### src/rtl/ram_table_loader_if.sv
// Cache-read-side bundle into the table loader and the table write/status bus out of it.
interface ram_table_loader_if #(
  parameter int ADDR_W = 8
);
  logic [31:0]       q;
  logic [23:0]       wren_in;
  logic              tbl_we;
  logic [4:0]        tbl_sel;
  logic [ADDR_W-1:0] tbl_addr;
  logic [31:0]       tbl_data;
  logic [23:0]       tbl_valid;
  logic              burst_done;
  logic              burst_err;
  logic [7:0]        err_count;

  // No backpressure: a nonzero wren_in qualifies q every cycle; tbl_we qualifies the table write.
  modport master (
    output q, wren_in,
    input  tbl_we, tbl_sel, tbl_addr, tbl_data, tbl_valid, burst_done, burst_err, err_count
  );

  modport slave (
    input  q, wren_in,
    output tbl_we, tbl_sel, tbl_addr, tbl_data, tbl_valid, burst_done, burst_err, err_count
  );
endinterface

### src/rtl/ram_table_loader.sv
// Turns the cache's one-hot lane stream into addressed writes to 24 lookup tables,
// checks burst completeness per lane group and publishes a per-table loaded bitmap.
module ram_table_loader #(
  parameter int ADDR_W = 8,
  parameter int LEN_A  = 32,
  parameter int LEN_B  = 10
) (
  input  logic              rdclock,
  input  logic              rst,
  ram_table_loader_if.slave bus,
  output logic [1:0]        fsm_state
);
  localparam int CW = ADDR_W + 1;
  localparam logic [CW-1:0] LIM_A = CW'(LEN_A);
  localparam logic [CW-1:0] LIM_B = CW'(LEN_B);
  localparam logic [CW-1:0] LIM_C = {1'b1, {ADDR_W{1'b0}}};

  typedef enum logic [1:0] {IDLE = 2'd0, BURST = 2'd1, CLOSE = 2'd2} state_t;

  function automatic logic [1:0] grp_of(input logic [4:0] lane);
    if (lane < 5'd8) return 2'd0;
    else if (lane < 5'd16) return 2'd1;
    else return 2'd2;
  endfunction

  function automatic logic [CW-1:0] lim_of(input logic [1:0] g);
    case (g)
      2'd0:    return LIM_A;
      2'd1:    return LIM_B;
      default: return LIM_C;
    endcase
  endfunction

  function automatic logic [23:0] place(input logic [7:0] b, input logic [1:0] g);
    case (g)
      2'd0:    return {16'h0, b};
      2'd1:    return {8'h0, b, 8'h0};
      default: return {b, 16'h0};
    endcase
  endfunction

  // Stage 1: raw capture
  logic [31:0] s1_q;
  logic [23:0] s1_wren;

  always_ff @(posedge rdclock) begin
    if (rst) begin
      s1_q    <= '0;
      s1_wren <= '0;
    end else begin
      s1_q    <= bus.q;
      s1_wren <= bus.wren_in;
    end
  end

  logic       d_one, d_multi;
  logic [4:0] d_lane;

  always_comb begin
    d_lane = '0;
    for (int i = 0; i < 24; i++) begin
      if (s1_wren[i]) d_lane = 5'(i);
    end
    d_multi = (s1_wren & (s1_wren - 24'd1)) != 24'd0;
    d_one   = (s1_wren != 24'd0) && !d_multi;
  end

  // Stage 2: decoded word feeding the FSM
  logic [31:0] s2_q;
  logic        s2_one, s2_multi;
  logic [4:0]  s2_lane;

  always_ff @(posedge rdclock) begin
    if (rst) begin
      s2_q     <= '0;
      s2_one   <= 1'b0;
      s2_multi <= 1'b0;
      s2_lane  <= '0;
    end else begin
      s2_q     <= s1_q;
      s2_one   <= d_one;
      s2_multi <= d_multi;
      s2_lane  <= d_lane;
    end
  end

  logic          s2_idle;
  logic [1:0]    s2_grp;
  state_t        state, state_next;
  logic [1:0]    grp;
  logic          err;
  logic [CW-1:0] cnt [24];

  assign s2_idle = !s2_one && !s2_multi;
  assign s2_grp  = grp_of(s2_lane);

  logic do_start, do_write, do_fault, do_close, do_drop;

  always_comb begin
    state_next = state;
    do_start   = 1'b0;
    do_write   = 1'b0;
    do_fault   = 1'b0;
    do_close   = 1'b0;
    do_drop    = 1'b0;
    case (state)
      IDLE: begin
        if (s2_one) begin
          do_start   = 1'b1;
          state_next = BURST;
        end else if (s2_multi) begin
          do_drop = 1'b1;
        end
      end
      BURST: begin
        if (s2_idle) state_next = CLOSE;
        else if (s2_one && s2_grp == grp && cnt[s2_lane] < lim_of(grp)) do_write = 1'b1;
        else do_fault = 1'b1;
      end
      CLOSE: begin
        do_close   = 1'b1;
        state_next = IDLE;
        if (!s2_idle) do_drop = 1'b1;
      end
      default: state_next = IDLE;
    endcase
  end

  // Completeness of the latched group, evaluated during CLOSE
  logic [7:0] close_bits;
  logic       close_bad;

  always_comb begin
    close_bits = '0;
    close_bad  = 1'b0;
    for (int i = 0; i < 8; i++) begin
      if (grp == 2'd2) begin
        close_bits[i] = cnt[{grp, 3'b000} + 5'(i)] != '0;
      end else begin
        close_bits[i] = cnt[{grp, 3'b000} + 5'(i)] == lim_of(grp);
        if (!close_bits[i]) close_bad = 1'b1;
      end
    end
  end

  logic [1:0] err_inc;
  logic [8:0] err_sum;
  assign err_inc = {1'b0, do_drop} + {1'b0, do_close & (err | close_bad)};

  logic              we_r, done_r, berr_r;
  logic [4:0]        sel_r;
  logic [ADDR_W-1:0] addr_r;
  logic [31:0]       data_r;
  logic [23:0]       valid_r;
  logic [7:0]        errcnt_r;

  assign err_sum = {1'b0, errcnt_r} + 9'(err_inc);

  always_ff @(posedge rdclock) begin
    if (rst) state <= IDLE;
    else     state <= state_next;
  end

  always_ff @(posedge rdclock) begin
    if (rst) begin
      we_r     <= 1'b0;
      sel_r    <= '0;
      addr_r   <= '0;
      data_r   <= '0;
      valid_r  <= '0;
      done_r   <= 1'b0;
      berr_r   <= 1'b0;
      errcnt_r <= '0;
      grp      <= '0;
      err      <= 1'b0;
      for (int i = 0; i < 24; i++) cnt[i] <= '0;
    end else begin
      we_r   <= 1'b0;
      done_r <= 1'b0;
      berr_r <= 1'b0;
      errcnt_r <= (err_sum > 9'd255) ? 8'hFF : err_sum[7:0];
      if (do_start) begin
        grp <= s2_grp;
        err <= 1'b0;
        for (int i = 0; i < 8; i++) cnt[{s2_grp, 3'b000} + 5'(i)] <= '0;
        cnt[s2_lane] <= CW'(1);
        valid_r <= valid_r & ~place(8'hFF, s2_grp);
        we_r    <= 1'b1;
        sel_r   <= s2_lane;
        addr_r  <= '0;
        data_r  <= s2_q;
      end
      if (do_write) begin
        cnt[s2_lane] <= cnt[s2_lane] + CW'(1);
        we_r   <= 1'b1;
        sel_r  <= s2_lane;
        addr_r <= cnt[s2_lane][ADDR_W-1:0];
        data_r <= s2_q;
      end
      if (do_fault) err <= 1'b1;
      if (do_close) begin
        valid_r <= (valid_r & ~place(8'hFF, grp)) | place(close_bits, grp);
        done_r  <= 1'b1;
        berr_r  <= err | close_bad;
      end
    end
  end

  assign bus.tbl_we     = we_r;
  assign bus.tbl_sel    = sel_r;
  assign bus.tbl_addr   = addr_r;
  assign bus.tbl_data   = data_r;
  assign bus.tbl_valid  = valid_r;
  assign bus.burst_done = done_r;
  assign bus.burst_err  = berr_r;
  assign bus.err_count  = errcnt_r;
  assign fsm_state      = state;
endmodule

### src/flat_wrapper.sv
// flat-port wrapper written by rule: the top's interface ports become plain ports
module ram_table_loader_flat 
#(
  parameter int ADDR_W = 8,
  parameter int LEN_A  = 32,
  parameter int LEN_B  = 10
)
  (rdclock, rst, fsm_state, bus_q, bus_wren_in, bus_tbl_we, bus_tbl_sel, bus_tbl_addr, bus_tbl_data, bus_tbl_valid, bus_burst_done, bus_burst_err, bus_err_count);
  ram_table_loader_if #(.ADDR_W(ADDR_W)) bus_i ();
  input  logic rdclock;
  input  logic rst;
  output logic [1:0] fsm_state;
  input wire logic [$bits(bus_i.q)-1:0] bus_q;
  input wire logic [$bits(bus_i.wren_in)-1:0] bus_wren_in;
  output wire logic [$bits(bus_i.tbl_we)-1:0] bus_tbl_we;
  output wire logic [$bits(bus_i.tbl_sel)-1:0] bus_tbl_sel;
  output wire logic [$bits(bus_i.tbl_addr)-1:0] bus_tbl_addr;
  output wire logic [$bits(bus_i.tbl_data)-1:0] bus_tbl_data;
  output wire logic [$bits(bus_i.tbl_valid)-1:0] bus_tbl_valid;
  output wire logic [$bits(bus_i.burst_done)-1:0] bus_burst_done;
  output wire logic [$bits(bus_i.burst_err)-1:0] bus_burst_err;
  output wire logic [$bits(bus_i.err_count)-1:0] bus_err_count;
  assign bus_i.q = bus_q;
  assign bus_i.wren_in = bus_wren_in;
  assign bus_tbl_we = bus_i.tbl_we;
  assign bus_tbl_sel = bus_i.tbl_sel;
  assign bus_tbl_addr = bus_i.tbl_addr;
  assign bus_tbl_data = bus_i.tbl_data;
  assign bus_tbl_valid = bus_i.tbl_valid;
  assign bus_burst_done = bus_i.burst_done;
  assign bus_burst_err = bus_i.burst_err;
  assign bus_err_count = bus_i.err_count;
  ram_table_loader #(.ADDR_W(ADDR_W), .LEN_A(LEN_A), .LEN_B(LEN_B)) u_core (.rdclock(rdclock), .rst(rst), .bus(bus_i), .fsm_state(fsm_state));
endmodule
### config.mk
export PLATFORM = sky130hd
export DESIGN_NAME = ram_table_loader_flat
export DESIGN_NICKNAME = d
export VERILOG_FILES = /design/src/rtl/ram_table_loader_if.sv /design/src/rtl/ram_table_loader.sv /design/src/flat_wrapper.sv
export SDC_FILE = /design/constraint.sdc
export NUM_CORES = 1
export LEC_CHECK = 0
export ABC_CLOCK_PERIOD_IN_PS = 4900
export BUFFER_PORTS_ARGS = -buffer_cell sky130_fd_sc_hd__buf_4
export CAP_MARGIN = 0
export CORE_MARGIN = 3
export CORE_UTILIZATION = 35
export DETAILED_ROUTE_END_ITERATION = 10
export GPL_TIMING_DRIVEN = 0
export PLACE_DENSITY = 0.54
export SLEW_MARGIN = 15
export SYNTH_ARGS = -nofsm -noshare
export SYNTH_HDL_FRONTEND = slang
export SYNTH_SLANG_ARGS = --single-unit
### constraint.sdc
create_clock -name rdclock -period 4.9 [get_ports rdclock]
set_clock_uncertainty 0.1 [all_clocks]
set_input_delay 0.98 -clock rdclock [delete_from_list [all_inputs] [get_ports rdclock]]
set_output_delay 0.98 -clock rdclock [all_outputs]
set_load 0.03 [all_outputs]
Word level (Yosys, flattened, before mapping)
Memory sizes are Yosys's and may differ from the RTL's. A register that Yosys moved wholly into a read port is not among the register bits.
Cells that the tools add are included.
- equality and inequality tests: 16
- $add $sub $neg: 18
- order comparisons: 4
- bitwise logic cells: 10
- reduce and logical (&&, ||, !) cells: 35
- mux-type cells: 129
- operator list (kind ; count):
    2-to-1 mux 24 bit ; 8
    one-hot mux 24 bit (2 select lines) ; 3
    2-to-1 mux 9 bit ; 13
    2-to-1 mux 5 bit ; 21
    OR reduction 9 bit ; 10
    bitwise AND 24 bit ; 3
    equality test 9 bit ; 8
    nonzero test 9 bit ; 8
    2-to-1 mux 32 bit ; 2
    2-to-1 mux 1 bit ; 58
    NOT 24 bit ; 2
    nonzero test 24 bit ; 2
    adder 5 x 3 -> 5 bit (second input constant) ; 8
    2-to-1 mux 4 bit ; 8
    2-to-1 mux 8 bit ; 3
    bitwise OR 24 bit ; 1
    subtractor 24 x 1 -> 24 bit (second input constant) ; 1
    adder 5 x 2 -> 5 bit (second input constant) ; 4
    one-hot mux 9 bit (2 select lines) ; 1
    2-to-1 mux 2 bit ; 6
    2-to-1 mux 3 bit ; 4
    adder 5 x 1 -> 5 bit (second input constant) ; 2
    adder 8 x 2 -> 9 bit ; 1
    adder 9 x 1 -> 9 bit (second input constant) ; 1
    20 further kinds ; 34
- memories kept: 1
- output and inout port bits: 82
- logic and storage cells: 231
- register bits: 180
- memory bits (writable): 216
- input port bits: 58
- memory list (name ; depth ; bits a word ; rd ports ; clocked after Yosys merged registers in ; write ports ; RTL line ; text):
    u_core.cnt ; 24 ; 9 ; 9 ; 1 ; 24 ; ram_table_loader.sv:92 ; logic [CW-1:0] cnt [24];

Longest topological paths before layout
Gate-level depths: netlist of the first run.
- depth in word-level cells: 26
- depth in mapped cells: 21
- depth with buffers taken out: 14

Worst setup path after synthesis of the first run
No wires, ideal clock.
- path type: reg2reg
- start: reg u_core.s2_lane[1]
- end: mem u_core.cnt[0][0] (netlist bit) (enable)
- setup slack: 659 ps
- cell stages (with the launch flop): 19
- period minus slack after synthesis: 4241 ps
- data arrival time: 3806 ps
- path buffers: 7
- required time: 4465 ps
- setup time: 335 ps
- cell sequence: dfxtp_1 -> buf_2 -> buf_4 -> buf_4 -> buf_2 -> buf_2 -> mux4_2 -> a21oi_1 -> o221ai_1 -> ha_1 -> nand2b_1 -> nor3_1 -> nand3_2 -> o41ai_2 -> a211o_1 -> buf_4 -> buf_4 -> nand3_2 -> nand2_1
- RTL lines (item ; RTL line ; text):
    start, declared ; ram_table_loader.sv:71 ; logic [4:0] s2_lane;
    start signal, assigned ; ram_table_loader.sv:83 ; s2_lane <= d_lane;
    end, declared ; ram_table_loader.sv:92 ;

==> results of run 1 <==
[registers in the layout, summed over array words and instances (netlist names), 2 cells and up, named ones only]
name / flops
u_core.bus.err_count: 8
u_core.s1_q: 32
u_core.bus.tbl_addr: 8
u_core.bus.tbl_sel: 5
u_core.s2_lane: 5
u_core.grp: 2
u_core.cnt: 288
u_core.bus.tbl_data: 32
u_core.s1_wren: 24
u_core.fsm_state: 2
u_core.s2_q: 32
u_core.bus.tbl_valid: 16
[final cells by class]
class                           instances  share of cell area (%)
Tap cell                              773                   3.603
Sequential cell                       470                   45.82
Timing Repair Buffer                  210                   6.498
Clock inverter                         29                   1.422
Antenna cell                            1                0.009323
Multi-Input combinational cell       1226                   32.52
Clock buffer                           70                   5.836
Timing Repair inverter                  7                  0.1771
Buffer                                141                   3.580
Inverter                               28                  0.5314
[final timing paths]
kind	cells after the start	to	from
worst max-delay path	15	u_core.cnt[19][4]$_SDFFCE_PN0P_	u_core.s2_lane[1]$_SDFF_PP0_
worst min-delay path	1	u_core.s2_q[20]$_SDFF_PP0_	u_core.s1_q[20]$_SDFF_PP0_
worst min register to register	1	u_core.s2_q[20]$_SDFF_PP0_	u_core.s1_q[20]$_SDFF_PP0_
worst max register to register	15	u_core.cnt[19][4]$_SDFFCE_PN0P_	u_core.s2_lane[1]$_SDFF_PP0_
[layout by cell type, fill, tap and decap left out, types with 8 or more instances in the layout]
cell,netlist,layout
nand2_1,74,57
buf_8,2,8
a31oi_1,11,11
clkbuf_1,58,47
nor2_1,309,305
edfxtp_1,288,288
dfxtp_1,182,179
clkinv_2,0,11
a22oi_1,18,17
nand3_4,0,15
o22ai_1,56,54
nor4_1,125,119
clkbuf_8,0,9
or3_1,8,8
clkbuf_16,0,57
nand2b_1,10,10
buf_12,0,12
inv_1,25,17
mux2i_1,151,141
a21oi_1,59,56
nand2_2,2,23
nor2b_1,92,92
clkbuf_2,0,10
nor4b_1,13,11
mux4_2,26,26
clkinvlp_4,0,19
nor4_2,10,15
or4_1,14,14
nand3_2,29,16
nand3_1,28,26
nor3_1,36,34
a211o_1,8,8
xnor2_1,9,8
buf_4,23,214
o21ai_0,11,11
buf_2,47,38
[Yosys cell counts, types with 18 or more instances]
master    number  area share, %
mux2i_1      151            7.1
buf_4         23           0.81
a22oi_1       18           0.63
nor3_1        36           0.85
dfxtp_1      182             17
o22ai_1       56            1.6
nor2_1       309            5.4
inv_1         25           0.44
clkbuf_1      58            1.0
mux4_2        26            2.8
nand2_1       74            1.3
a21oi_1       59            1.4
nor2b_1       92            2.7
buf_2         47            1.1
nor4_1       125            3.7
nand3_2       29            1.4
nand3_1       28           0.66
edfxtp_1     288             41
[cells by family (layout without fill, tap and decap cells)]
family,after synthesis,after routing
AND/OR/NAND/NOR,806,815
buffers and inverters,171,485
XOR/XNOR,11,11
AO/OA/AOI/OAI,215,215
multiplexers,177,177
flip-flops,470,470
other,0,1
adder cells (fa/ha/maj),8,8
[routing by layer]
layer | up-vias | global-route usage (%) | wire, um
li1 | 7506 | - | -
met1 | 8723 | 37.05 | 36110
met2 | 1187 | 43.52 | 40240
met3 | 290 | 8.603 | 10820
met4 | 2 | 16.12 | 6092
met5 | - | 0 | 10
[timing repair]
| item | 4_1_cts | 5_1_grt |
|---|---|---|
| buffers inserted | 42 | 23 |
| gates resized for setup | 149 | 48 |
| setup endpoints to repair | 632 | 496 |
| pin swaps | 6 | 9 |
| cloned | 17 | 1 |
[per-stage QoR]
| stage | setup WS (ns) | hold slack [ns] | power, mW | TNS (ns) |
|---|---|---|---|---|
| 2_1_floorplan | 0.6593 | 0.3138 | 4.888 | 0 |
| 3_3_place_gp | -1.694 | 0.3161 | 5.289 | -802.69 |
| 3_5_place_dp | -1.724 | 0.3220 | 5.297 | -797.64 |
| 4_1_cts | -0.01365 | 0.3362 | 9.702 | -0.1407 |
| 5_1_grt | -0.005928 | 0.3460 | 9.962 | -0.01483 |
| 6_report | -0.03588 | 0.3339 | 9.729 | -0.8651 |
[power by group]
group          switching (mW)  internal (mW)
Combinational           0.680          0.352
Clock                    1.75           2.59
Sequential             0.0788           4.28
Total                    2.51           7.22
==> flow_metrics.py, run 1 <==
metrics = {
    "outcome": {
        "outcome": "complete, but fails checks",
        "violations": "setup timing",
    },
    "synth": {
        "synthFlopType": "edfxtp_1",
        "yosys_warnings": 0,
        "synthCells": 1858,
        "synth_cell_types": 90,
        "yosys.area_share.simple_pct": 20.71,
        "avgSynthCellArea_sq_um": 11.45,
        "syn_nets": 1922,
        "ys_seq_area_share_pct": 57.75,
        "synth_xor_area_share_pct": 0.4527,
        "synth_edf_count": 288,
        "postSynth.asyncResetShare_pct": 0,
        "synth_top_family_by_area": "simple AND/OR/NAND/NOR gates",
        "synth_area_sq_um": 21280,
        "synth-compound-area-share_pct": 6.843,
        "synthMuxAreaShare_pct": 9.853,
        "synth_seq_cells": 470,
        "synthAdderAreaFrac_pct": 0.4821,
    },
    "cts": {
        "cts_buffers": 53,
        "cts.sinks": 470,
        "cts_tree": "yes",
        "cts_buffer_depth": 3,
        "htree_num_levels": 2,
        "clkTransAtPathRegs_ns": 0.06,
        "postCtsHoldBufs": 0,
        "clkLatencyLatePin_ns": 0.65,
        "cts-root-buf": "clkbuf_16",
    },
    "place": {
        "dpl_cell_area_sq_um": 23340,
        "dp_hpwl_um": 68700,
        "portBuffers": 138,
        "routabilityCongestion": 1.029,
        "dp.cells": 2771,
    },
    "timing": {
        "final-hold-violation-count": 0,
        "worst_slack_ns": -0.03588,
        "fmax_ghz": 0.2026,
        "relSlewSlack_pct": 21.33,
        "drv_slew": 0,
        "period_needed_ns": 4.936,
        "tightest_slew_ns": 1.169,
        "setup_viol": 63,
        "fin_crit_sh_pct": 100.7,
    },
    "critical_path": {
        "cp_slowest_cell": "nor4_1",
        "path_cells": "buf_4 > buf_4 > buf_6 > mux2i_1 > o22ai_1 > nor4_1 > nand3_2 > buf_4 > nor4b_4 > a211o_1 > buf_8 > buf_12 > bufbuf_16 > nand3_4 > nand2_1",
        "worst_ep_arrival_time_ns": 5.17,
        "endpoint_kind": "flop",
        "path_class": "flop to flop",
        "slowest_delay_ns": 0.83,
        "critPathBufInv": 7,
        "start_kind": "flop",
        "critPathTopFamily": "simple AND/OR/NAND/NOR gates",
        "rrSetupSlack_ns": -0.04,
        "cp_common_cell": "buf_4",
        "cp.required_ns": 5.13,
        "crit_fanout": 10,
    },
    "finish": {
        "area_delta_synth_final_pct": 26.11,
        "fin_cells": 2955,
        "post-route-util_pct": 45.05,
        "num-fill-cells": 5492,
        "layout-drive-gt1-share_pct": 26.18,
        "nets": 2201,
        "post-route-cell-area_sq_um": 26840,
        "multi_input_area_sq_um": 8730,
        "regArea_sq_um": 12300,
    },
    "die": {
        "die_x_um": 252.6,
        "die_height_um": 252.6,
        "rows": 89,
        "initial_core_util_pct": 35.72,
        "core_sq_um": 59580,
        "pin_count": 140,
        "die_area_sq_um": 63800,
    },
    "global_route": {
        "grt-ovfl-total": 0,
        "antenna_found_initial": 2,
        "grt_usage_pct": 28.83,
        "grt_pass1_wl_um": 129400,
        "grt_pass1_vias": 17350,
        "grt_max_degree": 18,
    },
    "power_and_ir_drop": {
        "powerDensity_nw_per_um2": 362.5,
        "ir_drop_mv": 0.2859,
        "power.leakage_nw": 9.204,
    },
    "hold_path": {
        "hold_path_class": "flop to flop",
    },
    "drt": {
        "antenna_left": 0,
        "wirelength_um": 93280,
        "drtPass1Iterations": 6,
        "num_vias": 17710,
        "wl_per_cell_um": 31.57,
        "viasPerCell": 5.993,
        "drt-initial-drc-count": 2208,
        "remaining_drc_errors": 0,
    },
    "flow_run": {
        "drv_cap": 0,
    },
}
No activity file was read; power rests on OpenSTA's default activity.
==> inputs of run 2 (changes only) <==
- ABC_CLOCK_PERIOD_IN_PS: 4900 -> 6200
- CTS_CLUSTER_DIAMETER: unset -> 120
- clock period: 4.9 -> 6.2 ns (I/O delays scaled with it)
==> run 2 against run 1 <==
Effect of this change:
- the run still ends with setup timing left
- final cell count shrank 2.9%
- register-to-register slack lost 0.03 ns
- maximum frequency shrank 21%
- worst hold slack is essentially flat
- global-route usage shrank 0.62 points
- clock power shrank 21%
- via count shrank 3.4%
- flip-flop and latch count is the same
- combinational power shrank 31%
- total power shrank 22%
- worst setup slack lost 0.032 ns
- routed wire length shrank 2.3%
- critical path type unchanged
==> flow_metrics.py, run 2 (same netlist as run 1, synthesis figures left out) <==
metrics = {
    "finish": {
        "num-fill-cells": 5613,
        "post-route-cell-area_sq_um": 25370,
        "nets": 2117,
        "post-route-util_pct": 42.59,
        "layout-drive-gt1-share_pct": 20.03,
        "fin_cells": 2870,
        "largest_reg_flops": 288,
        "n_antenna_cell": 0,
        "area_delta_synth_final_pct": 19.21,
        "final_common_cell": "nor2_1",
        "layout_common_cells": "309 x nor2_1, 288 x edfxtp_1, 182 x dfxtp_1, 162 x buf_4, 149 x mux2i_1",
        "largest_register": "u_core.cnt",
    },
    "critical_path": {
        "crit_fanout": 10,
        "rrSetupSlack_ns": -0.07,
        "path_cells": "buf_2 > buf_4 > buf_4 > buf_2 > mux2i_2 > o22ai_1 > nor4_2 > o211ai_2 > ha_1 > nor3_1 > nand3_2 > o41ai_2 > a211o_1 > buf_4 > buf_4 > nand3_2 > nand2_1",
        "rr_endpoint": "u_core.cnt[18][6]$_SDFFCE_PN0P_",
        "cp_slowest_cell": "buf_2",
        "slowest_delay_ns": 0.53,
        "path_class": "flop to flop",
        "cp_common_cell": "buf_4",
        "worst_ep_arrival_time_ns": 6.44,
        "cp.required_ns": 6.38,
        "endpoint_kind": "flop",
        "crit-reg2reg-launch": "u_core.s2_lane[1]$_SDFF_PP0_",
        "r2r.worst_path.cells": 17,
        "start_kind": "flop",
    },
    "cts": {
        "cts-root-buf": "clkbuf_16",
        "htree_num_levels": 2,
        "clkLatencyLatePin_ns": 0.65,
        "cts.sinks": 470,
        "clkTransAtPathRegs_ns": 0.06,
        "post-cts-setup-buffer-count": 0,
        "cts_tree": "yes",
        "cts_buffer_depth": 3,
        "cts_buffers": 53,
    },
    "place": {
        "dp_hpwl_um": 68700,
        "dp_slack_ns": -0.4238,
        "dpl_cell_area_sq_um": 23340,
        "portBuffers": 138,
        "dp.cells": 2771,
        "routabilityCongestion": 1.029,
    },
    "outcome": {
        "violations": "setup timing",
        "outcome": "complete, but fails checks",
    },
    "global_route": {
        "grt_max_degree": 18,
        "antenna_found_initial": 0,
        "grt_pass1_vias": 16840,
        "top_usage_layer": "met2",
        "grt-ovfl-total": 0,
        "grt_usage_pct": 28.21,
        "grt_use_met1_pct": 36.81,
        "grt_use_met3_pct": 7.491,
        "use_met2_pct": 42.76,
        "grt_pass1_wl_um": 126600,
    },
    "timing": {
        "fin_crit_sh_pct": 101.1,
        "relSlewSlack_pct": 16.16,
        "period_needed_ns": 6.268,
        "rsz0062_at_grt": "no",
        "fmax_ghz": 0.1595,
        "drv_slew": 0,
        "final-hold-violation-count": 0,
        "fin_setup_tns_ns": -1.022,
        "worst_slack_ns": -0.06817,
        "setup_viol": 26,
        "tightest_slew_ns": 1.258,
        "hold_slack_ns": 0.3339,
    },
    "drt": {
        "drtPass1Iterations": 6,
        "wirelength_um": 91100,
        "viasPerCell": 5.961,
        "wl_per_cell_um": 31.74,
        "num_vias": 17110,
        "remaining_drc_errors": 0,
        "antenna_left": 0,
        "drt-initial-drc-count": 2144,
    },
    "die": {
        "die_area_sq_um": 63800,
        "rows": 89,
        "core_sq_um": 59580,
        "die_height_um": 252.6,
        "die_x_um": 252.6,
        "initial_core_util_pct": 35.72,
        "pin_count": 140,
    },
    "power_and_ir_drop": {
        "ir_drop_mv": 0.2215,
        "powerDensity_nw_per_um2": 298.9,
        "power_mw": 7.584,
        "power.leakage_nw": 8.762,
    },
    "flow_run": {
        "drv_cap": 0,
    },
    "hold_path": {
        "hold_end": "u_core.s2_q[20]$_SDFF_PP0_",
        "holdPathStages": 1,
        "hold_path_class": "flop to flop",
        "min-delay-start": "u_core.s1_q[20]$_SDFF_PP0_",
    },
}
[run 2: changes by cell type in the layout (fill, tap and decap cells not counted), sizes merged, moves of 2 or more]
cell / previous run / this run
clkinv: 18 / 20
nand2: 85 / 76
inv: 19 / 26
bufbuf: 2 / 0
buf: 289 / 223
clkinvlp: 21 / 5
[run 2: worst max path at each step]
stage	start	to	cells after the start
2_1_floorplan	u_core.s2_lane[1]$_SDFF_PP0_	u_core.cnt[0][0]$_SDFFCE_PN0P_	18
3_3_place_gp	u_core.s2_lane[1]$_SDFF_PP0_	u_core.cnt[3][0]$_SDFFCE_PN0P_	18
3_5_place_dp	u_core.s2_lane[1]$_SDFF_PP0_	u_core.cnt[3][0]$_SDFFCE_PN0P_	18
4_1_cts	u_core.s2_lane[1]$_SDFF_PP0_	u_core.cnt[14][8]$_SDFFCE_PN0P_	18
5_1_grt	u_core.s2_lane[1]$_SDFF_PP0_	u_core.cnt[8][2]$_SDFFCE_PN0P_	20
6_report	u_core.s2_lane[1]$_SDFF_PP0_	u_core.cnt[18][6]$_SDFFCE_PN0P_	17
[run 2: power breakdown]
group / switching, mW / internal [mW] / total [mW]
clock network: 1.39 / 2.04 / 3.43
logic: 0.499 / 0.211 / 0.710
registers: 0.0611 / 3.38 / 3.44
total: 1.95 / 5.64 / 7.58
[run 2: final cells by class]
cell class / count / area, sq um / share of cell area [%]
sequential: 470 / 12290 / 48.45
inverter: 28 / 108.9 / 0.4291
clock buffer: 70 / 1567 / 6.174
clock inverter: 29 / 381.6 / 1.504
tap: 773 / 967.2 / 3.812
multi-input combinational: 1217 / 8244 / 32.49
buffer: 143 / 744.5 / 2.934
timing repair buffer: 140 / 1066 / 4.202
[run 2: critical path, delay by kind of cell, from the launching register on]
| family | cells | cell delay, ns |
|---|---|---|
| AOI/OAI and AO/OA | 4 | 1.20 |
| DFF | 1 | 0.30 |
| and+or+nand+nor | 5 | 1.57 |
| muxes | 1 | 0.52 |
| adders and majority gates | 1 | 0.29 |
| buffers and inverters | 6 | 1.88 |
[run 2: routing by layer]
| metal | share of wire, % | vias up |
|---|---|---|
| met5 | 0 | - |
| met4 | 6.5 | 0 |
| met3 | 11 | 254 |
| met2 | 43 | 1111 |
| met1 | 40 | 8440 |
| li1 | - | 7302 |
[run 2: repair_timing]
item                       in CTS  in global routing
setup endpoints to repair     320                270
hold buffers                    0                  0
gates resized for setup         8                 15
==> inputs of run 3 (changes only) <==
- ABC_CLOCK_PERIOD_IN_PS: 6200 -> 5280
- PLACE_DENSITY: 0.54 -> 0.56
- clock period: 6.2 -> 5.28 ns (I/O delays scaled with it)
==> run 3 against run 2 <==
Effect of this change:
- the run still ends with setup timing left
- global-route usage fell by 0.37 points
- critical endpoint is now u_core.cnt[29][8]$_SDFFCE_PN0P_
- worst hold slack got worse by 0.0018 ns
- die area did not move
- register-to-register slack got worse by 0.06 ns
- routed wire length fell by 0.65%
- worst setup slack got worse by 0.057 ns
- utilization rose by 0.59 points
- critical path depth fell by 6
==> flow_metrics.py, run 3 (same netlist as run 1, synthesis figures left out) <==
metrics = {
    "finish": {
        "area_delta_synth_final_pct": 20.86,
        "final_common_cell": "nor2_1",
        "layout_common_cells": "307 x nor2_1, 288 x edfxtp_1, 182 x dfxtp_1, 165 x buf_4, 146 x mux2i_1",
        "largest_reg_flops": 288,
        "largest_register": "u_core.cnt",
        "post-route-cell-area_sq_um": 25720,
        "fin_cells": 2892,
        "nets": 2141,
        "num-fill-cells": 5605,
        "layout-drive-gt1-share_pct": 22.05,
        "post-route-util_pct": 43.18,
    },
    "timing": {
        "relSlewSlack_pct": 5.643,
        "fmax_ghz": 0.1850,
        "final-hold-violation-count": 0,
        "fin_crit_sh_pct": 102.4,
        "setup_viol": 32,
        "tightest_slew_ns": 1.405,
        "worst_slack_ns": -0.1255,
        "drv_slew": 0,
        "rsz0062_at_grt": "no",
        "period_needed_ns": 5.406,
    },
    "die": {
        "die_height_um": 252.6,
        "pin_count": 140,
        "rows": 89,
        "core_sq_um": 59580,
        "die_area_sq_um": 63800,
        "die_x_um": 252.6,
        "initial_core_util_pct": 35.72,
    },
    "outcome": {
        "outcome": "complete, but fails checks",
        "violations": "setup timing",
    },
    "critical_path": {
        "endpoint_kind": "flop",
        "worst_ep_arrival_time_ns": 5.64,
        "path_class": "flop to flop",
        "start_kind": "flop",
        "crit_fanout": 10,
        "cp.required_ns": 5.52,
    },
    "place": {
        "dpl_cell_area_sq_um": 23330,
        "dp_hpwl_um": 68100,
        "dp.cells": 2771,
        "portBuffers": 138,
        "routabilityCongestion": 1.072,
    },
    "cts": {
        "htree_num_levels": 2,
        "cts_buffers": 50,
        "clkLatencyLatePin_ns": 0.63,
        "postCtsHoldBufs": 0,
        "cts-root-buf": "clkbuf_16",
        "clkTransAtPathRegs_ns": 0.06,
        "cts_buffer_depth": 3,
        "cts_tree": "yes",
        "cts.sinks": 470,
    },
    "power_and_ir_drop": {
        "p_int_mw": 6.339,
        "sequentialPowerShare_pct": 47.2,
        "powerDensity_nw_per_um2": 333.3,
        "switching_share_pct": 26.07,
        "power.leakage_nw": 8.712,
        "clockPowerShare_pct": 42.6,
        "ir_drop_mv": 0.3281,
        "p_sw_mw": 2.235,
        "p_comb_share_pct": 10.3,
    },
    "flow_run": {
        "drv_cap": 0,
    },
    "drt": {
        "antenna_left": 0,
        "viasPerCell": 6.013,
        "drtPass1Iterations": 5,
        "drt-initial-drc-count": 2225,
        "wl_per_cell_um": 31.29,
        "wirelength_um": 90500,
        "num_vias": 17390,
        "remaining_drc_errors": 0,
    },
    "global_route": {
        "grt_max_degree": 16,
        "grt_pass1_vias": 16660,
        "antenna_found_initial": 3,
        "grt_pass1_wl_um": 125100,
        "grt_usage_pct": 27.85,
        "grt-ovfl-total": 0,
    },
    "hold_path": {
        "hold_path_class": "flop to flop",
    },
}
-- run 3: changes by cell type in the layout (fill, tap and decap cells not counted), sizes merged --
cell,previous run,this run
nand2,76,81
clkinv,20,19
inv,26,20
diode,0,1
clkbuf,129,123
buf,223,241
clkinvlp,5,18
clkdlybuf4s15,1,0
bufinv,6,5
-- run 3: final cells by class --
cell class              instances  area (sq um)  area share (%)
diodes                          1         2.502        0.009728
flip-flops and latches        470         12290           47.78
repair buffers                157          1251           4.864
multi-input cells            1222          8492           33.01
repair inverters                5         37.54          0.1459
clock inverters                29         341.6           1.328
clock buffers                  64          1365           5.307
inverters                      28         135.1          0.5253
well taps                     773         967.2           3.760
plain buffers                 143         839.6           3.264
-- run 3: critical path: stages, from the launching register on --
cell	delay, ns
dfxtp_1	0.30
buf_2	0.16
buf_2	0.57
mux2i_1	0.79
o22ai_1	0.22
nor4_1	0.94
nand2_1	0.35
nand4_1	0.23
nor3b_1	0.10
xnor2_1	0.73
buf_2	0.50
nor4_1	0.10
-- run 3: path summary, 6_finish.rpt --
check	start	to	slack (ns)	cells after the start
max	u_core.s2_lane[1]$_SDFF_PP0_	u_core.cnt[29][8]$_SDFFCE_PN0P_	-0.13	11
max reg2reg	u_core.s2_lane[1]$_SDFF_PP0_	u_core.cnt[29][8]$_SDFFCE_PN0P_	-0.13	11
min	u_core.s1_q[12]$_SDFF_PP0_	u_core.s2_q[12]$_SDFF_PP0_	0.33	1
min reg2reg	u_core.s1_q[12]$_SDFF_PP0_	u_core.s2_q[12]$_SDFF_PP0_	0.33	1
-- run 3: through the flow --
stage	power (mW)	TNS [ns]	hold slack (ns)	setup slack (ns)
floorplan	4.536	0	0.3138	1.039
global placement	4.910	-527.59	0.3171	-1.262
detailed placement	4.915	-546.10	0.3204	-1.259
CTS	8.564	-1.452	0.3341	-0.04152
global route	8.788	0	0.3509	0.0006932
finish	8.575	-2.213	0.3321	-0.1255
-- run 3: power groups by stage --
| stage | Combinational (mW) | Sequential (mW) | Clock, mW |
|---|---|---|---|
| 2_1_floorplan | 0.448 | 4.09 | 0 |
| 3_3_place_gp | 0.794 | 4.12 | 0 |
| 3_5_place_dp | 0.796 | 4.12 | 0 |
| 4_1_cts | 0.835 | 4.04 | 3.69 |
| 5_1_grt | 0.897 | 4.05 | 3.84 |
| 6_report | 0.882 | 4.04 | 3.65 |
-- run 3: repair_timing --
item | 4_1_cts | 5_1_grt
gates resized for setup | 71 | 48
endpoints found under the setup margin | 630 | 455
cloned | 4 | 6
setup buffers | 15 | 0
pin swaps | 2 | 2
-- run 3: metal layers --
layer	vias up	track usage, %	share of wire (%)
met4	4	15.85	6.9
li1	7396	-	-
met3	263	7.563	11
met2	1141	42.50	44
met1	8587	35.76	38
met5	-	0	0.030
